`src/rtl/byte_packer_pkg.sv`:
```
// byte_packer_pkg: shared definitions for the byte packer.
//   DEF_DW / DEF_BYTES : default byte width and bytes per output word
//   CNT_W              : width of the fill counter for the default word size
//   fill_state_t       : accumulator fill state (EMPTY, FILL)
//   keep_mask()        : lane-keep mask with lanes 0..n set
// Optional feature macro used by the packer files: BYTE_PACKER_PARITY_EN.
package byte_packer_pkg;

    localparam int DEF_DW    = 8;
    localparam int DEF_BYTES = 4;
    localparam int CNT_W     = $clog2(DEF_BYTES);

    typedef enum logic {
        EMPTY = 1'b0,
        FILL  = 1'b1
    } fill_state_t;

    // Returns a mask with bits 0..n set. The result is wide enough for any
    // sensible word size; callers size-cast it down to their lane count.
    // For n == 63 the shift wraps to zero and the subtraction yields all ones.
    function automatic logic [63:0] keep_mask(input int unsigned n);
        return (64'd2 << n) - 64'd1;
    endfunction

endpackage

```
`src/rtl/byte_packer_oreg.sv`:
```
// byte_packer_oreg: single-entry output slot for the byte packer.
//   clk, rst           : clock, asynchronous active-high reset
//   load               : capture ld_* into the slot (slot free or draining)
//   ld_data/keep/last  : word presented by the accumulator
//   out_ready          : downstream accepts the slot contents
//   out_data/keep/last : registered word, held stable while stalled
//   out_valid          : slot occupied
//   out_par            : per-lane even parity (only with BYTE_PACKER_PARITY_EN)
module byte_packer_oreg #(
    parameter int DW    = 8,
    parameter int BYTES = 4
) (
    input  logic                  clk,
    input  logic                  rst,
    input  logic                  load,
    input  logic [DW*BYTES-1:0]   ld_data,
    input  logic [BYTES-1:0]      ld_keep,
    input  logic                  ld_last,
    input  logic                  out_ready,
    output logic [DW*BYTES-1:0]   out_data,
    output logic [BYTES-1:0]      out_keep,
    output logic                  out_last,
`ifdef BYTE_PACKER_PARITY_EN
    output logic [BYTES-1:0]      out_par,
`endif
    output logic                  out_valid
);

`ifdef BYTE_PACKER_PARITY_EN
    logic [BYTES-1:0] ld_par;

    // Parity is computed on the incoming word so it is registered in the
    // same edge as the data; dead lanes are forced to 0.
    always_comb begin
        ld_par = '0;
        for (int k = 0; k < BYTES; k++)
            ld_par[k] = (^ld_data[k*DW +: DW]) & ld_keep[k];
    end
`endif

    // Load wins over drain: a simultaneous drain and load replaces the word
    // and keeps out_valid high.
    always_ff @(posedge clk or posedge rst) begin
        if (rst) begin
            out_data  <= '0;
            out_keep  <= '0;
            out_last  <= 1'b0;
            out_valid <= 1'b0;
`ifdef BYTE_PACKER_PARITY_EN
            out_par   <= '0;
`endif
        end else if (load) begin
            out_data  <= ld_data;
            out_keep  <= ld_keep;
            out_last  <= ld_last;
            out_valid <= 1'b1;
`ifdef BYTE_PACKER_PARITY_EN
            out_par   <= ld_par;
`endif
        end else if (out_valid && out_ready) begin
            out_valid <= 1'b0;
        end
    end

endmodule

```
`src/rtl/byte_packer.sv`:
```
// byte_packer: packs a valid/ready byte stream into little-endian words.
//   clk, rst            : clock, asynchronous active-high reset
//   in_data/valid/last  : upstream byte, handshake and end-of-packet flag
//   in_ready            : byte accepted when in_valid && in_ready
//   out_data/keep/last  : packed word, lane-keep mask, end-of-packet flag
//   out_valid/out_ready : output slot handshake
//   out_par             : per-lane even parity (only with BYTE_PACKER_PARITY_EN)
// The accumulator holds up to BYTES-1 bytes; the completing byte bypasses it
// and goes straight into the output slot together with the stored lanes.
module byte_packer
    import byte_packer_pkg::*;
#(
    parameter int DW    = DEF_DW,
    parameter int BYTES = DEF_BYTES
) (
    input  logic                  clk,
    input  logic                  rst,
    input  logic [DW-1:0]         in_data,
    input  logic                  in_valid,
    input  logic                  in_last,
    output logic                  in_ready,
    output logic [DW*BYTES-1:0]   out_data,
    output logic [BYTES-1:0]      out_keep,
    output logic                  out_last,
    output logic                  out_valid,
`ifdef BYTE_PACKER_PARITY_EN
    output logic [BYTES-1:0]      out_par,
`endif
    input  logic                  out_ready
);

    localparam int CW = $clog2(BYTES);

    logic [BYTES-1:0][DW-1:0] acc;
    logic [CW-1:0]            cnt;
    fill_state_t              state;

    logic                     accept;
    logic                     complete;
    logic [DW*BYTES-1:0]      word;
    logic [BYTES-1:0]         word_keep;

    assign in_ready = !out_valid || out_ready;
    assign accept   = in_valid && in_ready;
    assign complete = accept && (in_last || (cnt == CW'(BYTES - 1)));

    // Lanes below cnt come from the accumulator, lane cnt is the incoming
    // byte, lanes above are zero. Stale accumulator contents left over from
    // a previous word are never exposed because EMPTY blocks them.
    always_comb begin
        word = '0;
        for (int k = 0; k < BYTES; k++) begin
            if ((state == FILL) && (CW'(k) < cnt))
                word[k*DW +: DW] = acc[k];
            else if (CW'(k) == cnt)
                word[k*DW +: DW] = in_data;
        end
    end

    assign word_keep = BYTES'(keep_mask(32'(cnt)));

    always_ff @(posedge clk or posedge rst) begin
        if (rst) begin
            state <= EMPTY;
            cnt   <= '0;
            acc   <= '0;
        end else if (accept) begin
            if (complete) begin
                state <= EMPTY;
                cnt   <= '0;
            end else begin
                acc[cnt] <= in_data;
                cnt      <= cnt + CW'(1);
                state    <= FILL;
            end
        end
    end

    byte_packer_oreg #(
        .DW    (DW),
        .BYTES (BYTES)
    ) u_oreg (
        .clk       (clk),
        .rst       (rst),
        .load      (complete),
        .ld_data   (word),
        .ld_keep   (word_keep),
        .ld_last   (in_last),
        .out_ready (out_ready),
        .out_data  (out_data),
        .out_keep  (out_keep),
        .out_last  (out_last),
`ifdef BYTE_PACKER_PARITY_EN
        .out_par   (out_par),
`endif
        .out_valid (out_valid)
    );

endmodule

```
`config.mk`:
```
export PLATFORM = sky130hd
export DESIGN_NAME = byte_packer
export DESIGN_NICKNAME = d
export VERILOG_FILES = /design/src/rtl/byte_packer_pkg.sv /design/src/rtl/byte_packer_oreg.sv /design/src/rtl/byte_packer.sv
export SDC_FILE = /design/constraint.sdc
export NUM_CORES = 1
export LEC_CHECK = 0
export CAP_MARGIN = 20
export CORE_MARGIN = 2
export CORE_UTILIZATION = 30
export DETAILED_ROUTE_END_ITERATION = 12
export PLACE_DENSITY = 0.54
export SLEW_MARGIN = 10
export SYNTH_ARGS = -nofsm -noshare
export SYNTH_HDL_FRONTEND = slang
export SYNTH_SLANG_ARGS = --single-unit
```
`constraint.sdc`:
```
create_clock -name clk -period 2.15 [get_ports clk]
set_input_delay 0.43 -clock clk [delete_from_list [all_inputs] [get_ports clk]]
set_output_delay 0.43 -clock clk [all_outputs]
set_load 0.03 [all_outputs]
```
==> metrics.md, run 1 <==
| Metric | Value |
|---|---|
| Crit path DAT | 1.41 ns |
| Row cnt | 36 |
| Slew @ Worst Pin | 0.411 ns |
| Antenna Violating Nets Remaining | 0 |
| Power Total | 4.41 mW |
| Via density per instance | 4.61 |
| First-pass iteration count of the detailed router | 6 |
| Hold Path Cell Cnt | 1 |
| Longest Clk Path Bufs | 2 |
| Clock sink count | 65 |
| Syn avg cell area | 12.4 µm² |
| FMAX | 543 MHz |
| Syn nets | 259 |
| Maxcap violations | 0 |
| Final HPWL DP | 4510 µm |
| EDFF count, synth | 0 |
| RSZ-0062 raised after global routing | no |
| Critical path required time | 1.72 ns |
| Worst hold path type | flip-flop to flip-flop |
| Routability cong. | 0.761 |
| Reg-to-reg slack, setup | 0.44 ns |
| CTS buffer count | 9 |
| CTS HTree Levels | 3 |
| Leak | 1.82 nW |
| Post-Syn Instances | 241 |
| IO Port Bufs | 51 |
| CTS root buffer | clkbuf_8 |
| Core area | 9680 µm² |
| Detailed-route DRC error count | 0 |
| Hold Fails Final Rpt | 0 |
| Share of cells above drive strength 1 | 0.221 |
| Wire length per cell | 15.5 µm |
| Pre-CTS setup slack | 0.134 ns |
| Hold_ws | 0.474 ns |
| GRT Total Usage | 0.133 |
| Clock transition at path regs | 0.07 ns |
| Hold Crit Endpoint | u_oreg.out_keep[0] |
| Ys flop type | dfrtp_1 |
| Antenna violations before repair | 0 |
| Warnings from Yosys | 0 |
| Clock skew | 0.00869 ns |
| I/O pin count | 52 |
| Headroom to the max-slew limit | 0.725 |
| TritonCTS clock tree | done |
| Slowest stage delay, CP | 0.69 ns |
| Worst VDD drop | 485 µV |
| # diodes | 0 |
| Sequential area share after synthesis | 0.546 |
| CP max stage cell | clkdlybuf4s50_1 |
| Power Density | 1150 nW/µm² |
| Final Core Density | 0.397 |
| Min-delay src | u_oreg.out_keep[0] |
| Yosys cell types | 27 |
| # setup viols final | 0 |
| Initial Util | 0.307 |
| Reg-to-reg endpoint | u_oreg.out_data[0] |
| Vias in the first global route | 2105 |
| Final nets | 316 |
| DIE AREA | 10700 µm² |
| GRT overflow | 0 |
| CTS resizes | 0 |
| Reg2reg start | cnt[0] |
| Post-Route WL | 6780 µm |
| Final setup TNS | 0 ns |
| Die H | 104 µm |
| Worst R2R Path Depth | 4 |
| Die width | 104 µm |
| Max Slew Vio Count | 0 |
| Worst skew pair latency | 0.34 ns |
| Detailed Route Iter0 Violations | 80 |
| Final Cycle Share | 0.857 |
| CP Max Fanout | 2 |
| Buffers & Inverters on Critical Path | 1 |
| Asr flop ratio synth | 1.00 |
| Area delta synth->final | 29.0% |
| Endpoint class of the critical path | primary output |
| Global-route wire length before repair | 11100 µm |
| Final Critical Period | 1.84 ns |
| Fin worst setup slack | 0.307 ns |
| Setup CP Type | flip-flop to primary output |
| Largest net degree at the start of global routing | 66 |
| Cell family with most CP delay | buffers and inverters |
| Critical Path Start Type | flip-flop |
| Cell area after synthesis | 2980 µm² |
| Cell chain of the critical path | clkdlybuf4s50_1 |
| CTS hold repair buffers | 0 |
| Synth Register Bits | 65 |
| Setup Fix Bufs, Post-CTS | 0 |
| Status | finished, final reports clean |
| Vias | 2012 |
==> sequential cells by signal, indices dropped and copies added, names as in the netlist <==
register          cells
u_oreg.out_keep       4
u_oreg.out_data      32
state                 1
u_oreg.out_valid      1
cnt                   2
acc                  24
u_oreg.out_last       1
==> logic make-up (layout without fill, tap and decap cells) <==
family	count (synthesis)	count (layout)	synth area share
AO/OA/AOI/OAI	36	36	0.0782
XOR/XNOR	1	1	0.00294
adder cells (fa/ha/maj)	5	5	0.0210
buffers and inverters	36	98	0.0643
flip-flops	65	65	0.546
multiplexers	51	51	0.189
AND/OR/NAND/NOR	47	47	0.0979
==> per-stage QoR <==
step | area, µm² | instances
2_1_floorplan | 2980 | 241
3_3_place_gp | 3650 | 420
3_5_place_dp | 3650 | 420
4_1_cts | 3840 | 436
5_1_grt | 3840 | 436
6_report | 3840 | 436
==> layout make-up <==
class                      instances  area [µm²]
clock buffer                      14         183
clock inverter                     2        10.0
fill                             978        5840
inverter                          22        82.6
multi-input combinational        140        1160
sequential                        65        1630
tap                              133         166
timing repair buffer              60         613
==> Yosys cell counts (2+ instances only) <==
master / instances / area (µm²)
o21ai_0: 11 / 55.1
inv_1: 22 / 82.6
ha_1: 5 / 62.6
a22o_1: 8 / 70.1
mux2_4: 3 / 45.0
buf_2: 4 / 20.0
nand2_1: 19 / 71.3
buf_6: 4 / 45.0
a31oi_1: 16 / 100
dfrtp_1: 65 / 1630
clkbuf_1: 2 / 7.51
mux2_2: 30 / 338
and3_1: 16 / 100
buf_4: 3 / 22.5
nand3_1: 2 / 10.0
mux2i_1: 18 / 180
nand4_2: 3 / 37.5
==> worst max path at each step <==
stage,startpoint,to,slack [ns],cells after the start
6_report,u_oreg.out_valid,out_valid,0.31,1
5_1_grt,u_oreg.out_valid,out_valid,0.26,1
3_5_place_dp,in_last,u_oreg.out_data[29],0.13,5
3_3_place_gp,in_last,u_oreg.out_data[25],0.16,5
2_1_floorplan,rst,acc[0],0.09,1
4_1_cts,u_oreg.out_valid,out_valid,0.28,1
==> metal layers <==
layer / wire length (µm) / vias to the layer above / global-route usage / part of all wire
li1: - / 954 / - / -
met1: 3290 / 1017 / 0.183 / 0.49
met2: 3250 / 35 / 0.205 / 0.48
met3: 168 / 6 / 0.0252 / 0.025
met4: 68 / 0 / 0.0579 / 0.010
met5: 0 / - / 0 / 0
==> power by group <==
part / switching [mW] / internal, mW / total, mW
Combinational: 0.824 / 0.752 / 1.58
Sequential: 0.207 / 1.63 / 1.84
Clock: 0.450 / 0.542 / 0.991
Total: 1.48 / 2.93 / 4.41
==> layout by cell type (no fill, tap or decap), types with 3 or more instances in the layout <==
master	instances
dfrtp_1	65
clkbuf_8	13
a31oi_1	16
clkdlybuf4s50_1	50
buf_4	7
o21ai_0	11
mux2_4	3
nand2_1	19
inv_1	21
mux2i_1	18
mux2_2	30
nand4_2	3
buf_12	3
a22o_1	8
and3_1	16
ha_1	5
(Power assumes the default switching activity.)
==> inputs of run 2 (changes only) <==
- SYNTH_HIERARCHICAL: not set -> 1
==> run 2 against run 1 <==
  * Non-clock buffer count increased by 2
  * Area after synthesis grew 2.4%
  * Maximum frequency grew 0.56%
  * Critical path type unchanged
  * Highest routed layer unchanged
==> metrics.md, run 2 <==
| Metric | Value |
|---|---|
| I/O pin count | 52 (unchanged) |
| Final Core Density | 0.406 (+0.00983) |
| Internal power | 3.29 mW (+13%) |
| Core area | 9820 µm² (+1.4%) |
| Row cnt | 36 (unchanged) |
| Fin worst setup slack | 0.317 ns (+0.0102 ns) |
| Worst skew pair latency | 0.35 ns (about the same) |
| Max reg flops | 32 (unchanged) |
| Top reg by flops | u_oreg/out_data |
| Syn avg cell area | 13.1 µm² (+5.9%) |
| Global-route wire length before repair | 10800 µm (-3.3%) |
| Vias | 1935 (-3.8%) |
| Yosys top cell by area | dfrtp_1 |
| Clock skew | 0.0139 ns (+0.00516 ns) |
| Final nets | 312 (-1.3%) |
| Clock transition at path regs | 0.08 ns (about the same) |
| Initial Util | 0.310 (+0.00291) |
| Hold Fails Final Rpt | 0 (unchanged) |
| GRT Total Usage | 0.127 (-0.00625) |
| Status | finished, final reports clean |
| Critical Path Start Type | flip-flop |
| Top cells by area, synth | dfrtp_1 53%, mux2_2 16%, mux2_4 9.4%, nand2_1 4.4%, o21ai_0 2.8% |
| Setup CP Type | flip-flop to primary output |
| Fill count | 988 (+1.0%) |
| Post-Syn Instances | 233 (-3.3%) |
| Largest net degree at the start of global routing | 28 (-58%) |
| Most frequent cells in the layout | 65 x dfrtp_1, 50 x clkdlybuf4s50_1, 43 x mux2_2 |
| Post-Route WL | 6480 µm (-4.3%) |
| TritonCTS clock tree | done |
| CP max stage cell | clkdlybuf4s50_1 |
| Cell area after synthesis | 3050 µm² (+2.4%) |
| Final Cycle Share | 0.852 (-0.00474) |
| First-pass iteration count of the detailed router | 6 (unchanged) |
| Endpoint class of the critical path | primary output |
| DIE AREA | 11000 µm² (+2.3%) |
| Synth Register Bits | 65 (unchanged) |
| Leak | 1.75 nW (-4.0%) |
| Final setup TNS | 0 ns (unchanged) |
| Power Density | 1240 nW/µm² (+8.1%) |
| Largest regs | u_oreg/out_data: 32 flops, acc: 24 flops, u_oreg/out_keep: 4 flops |
| CTS hold repair buffers | 0 (unchanged) |
| CTS root buffer | clkbuf_8 |
| Sequential area share after synthesis | 0.534 (-0.0126) |
| Clock sink count | 65 (unchanged) |
| Asr flop ratio synth | 1.00 (unchanged) |
| Syn nets | 251 (-3.1%) |
| Die H | 105 µm (+1.1%) |
| Switching portion of total power | 0.335 (-0.00116) |
| Critical path required time | 1.72 ns (about the same) |
| Count leader, synth | dfrtp_1 |
| Via density per instance | 4.48 (-2.9%) |
| Post-synth top area share | 0.534 (-0.0126) |
| Detailed Route Iter0 Violations | 89 (+11%) |
| Final HPWL DP | 4580 µm (+1.4%) |
| Dpl cell area | 3760 µm² (+3.2%) |
| Headroom to the max-slew limit | 0.652 (-0.0730) |
| Yosys cell types | 26 (-3.7%) |
| Clock group share of total power | 0.238 (+0.013) |
| Most common cell after layout, fill and taps aside | dfrtp_1 |
| Crit path DAT | 1.40 ns (about the same) |
| Power Total | 4.95 mW (+12%) |
| Cell family with most CP delay | buffers and inverters |
| Seq pwr share | 0.384 (-0.033) |
| Reg-to-reg slack, setup | 0.41 ns (-0.03 ns) |
| Buffers & Inverters on Critical Path | 1 (unchanged) |
| Worst hold path type | primary input to asynchronous set/reset pin |
| Psw | 1.66 mW (+12%) |
| Top cells by count, synth | 65 x dfrtp_1, 43 x mux2_2, 36 x nand2_1, 19 x mux2_4, 17 x o21ai_0 |
| Maxcap violations | 0 (unchanged) |
| Final instance area | 3990 µm² (+3.9%) |
| Cell chain of the critical path | clkdlybuf4s50_1 |
| Warnings from Yosys | 6 (+6) |
| Antenna Violating Nets Remaining | 0 (unchanged) |
| GRT overflow | 0 (unchanged) |
| FMAX | 546 MHz (+0.56%) |
| Vias in the first global route | 2030 (-3.6%) |
| Setup Fix Bufs, Post-CTS | 0 (unchanged) |
| Wire length per cell | 15.0 µm (-3.4%) |
| EDFF count, synth | 0 (unchanged) |
| Ys flop type | dfrtp_1 |
| # diodes | 0 (unchanged) |
| Worst VDD drop | 454 µV (-6.4%) |
| CTS HTree Levels | 3 (unchanged) |
| Share of cells above drive strength 1 | 0.348 (+0.127) |
| CTS resizes | 0 (unchanged) |
| Slew @ Worst Pin | 0.521 ns (+0.110 ns) |
| IO Port Bufs | 51 (unchanged) |
| Antenna violations before repair | 0 (unchanged) |
| Slowest stage delay, CP | 0.68 ns (about the same) |
| Comb power frac | 0.378 (+0.020) |
| RSZ-0062 raised after global routing | no |
| CTS buffer count | 9 (unchanged) |
| Area delta synth->final | 31.0% |
| Final Critical Period | 1.83 ns (-0.0102 ns) |
| # setup viols final | 0 (unchanged) |
| CP Max Fanout | 3 (+1) |
| Routability cong. | 0.722 (-5.1%) |
| Die width | 105 µm (+1.1%) |
| Pre-CTS setup slack | 0.105 ns (-0.0281 ns) |
| Longest Clk Path Bufs | 2 (unchanged) |
| Detailed-route DRC error count | 0 (unchanged) |
| Max Slew Vio Count | 0 (unchanged) |
==> run 2: area by class of cell <==
cell class / count / area (µm²) / share of cell area
repair buffers: 62 / 616 / 0.154
clock buffers: 10 / 138 / 0.0345
well taps: 133 / 166 / 0.0417
clock inverters: 6 / 90.1 / 0.0226
flip-flops and latches: 65 / 1630 / 0.408
inverters: 6 / 22.5 / 0.00564
multi-input cells: 150 / 1330 / 0.334
==> run 2: path summary, 6_finish.rpt <==
kind | startpoint | to | cells after the start
worst max-delay path | u_oreg/out_valid | out_valid | 1
min in group clk | acc[7] | acc[7] | 1
worst min-delay path | rst | u_oreg/out_data[2] | 3
max in group asynchronous | rst | acc[7] | 3
worst max register to register | cnt[0] | u_oreg/out_data[0] | 5
worst min register to register | acc[7] | acc[7] | 1
==> run 2: logic make-up after synthesis <==
logic type | after synthesis | share of synthesized area
adders and majority gates | 5 | 0.0205
other | 1 | 0.00123
DFF | 65 | 0.534
xor gates and xnor gates | 1 | 0.00288
buffers and inverters | 18 | 0.0316
muxes | 63 | 0.256
AOI/OAI and AO/OA | 26 | 0.0538
and+or+nand+nor | 54 | 0.100
==> run 2: metal layers <==
metal | vias up | wire [µm] | global-route usage
met5 | - | 0 | 0
met4 | 0 | 86 | 0.0514
met3 | 6 | 223 | 0.0356
met2 | 39 | 3190 | 0.205
met1 | 968 | 2980 | 0.160
li1 | 922 | - | -
==> run 2: power by group through the flow <==
stage	clock network [mW]	logic, mW	registers (mW)
finish	1.18	1.87	1.90
global route	1.27	2.00	1.97
CTS	1.21	1.90	1.91
detailed placement	0	1.89	1.93
global placement	0	1.87	1.92
floorplan	0	0.823	2.30
==> run 2: metrics by stage <==
step | hold WS [ns] | std cells
finish | 0.456 | 432
CTS | 0.466 | 432
global placement | 0.487 | 416
floorplan | 0.479 | 233
global route | 0.485 | 432
detailed placement | 0.495 | 416
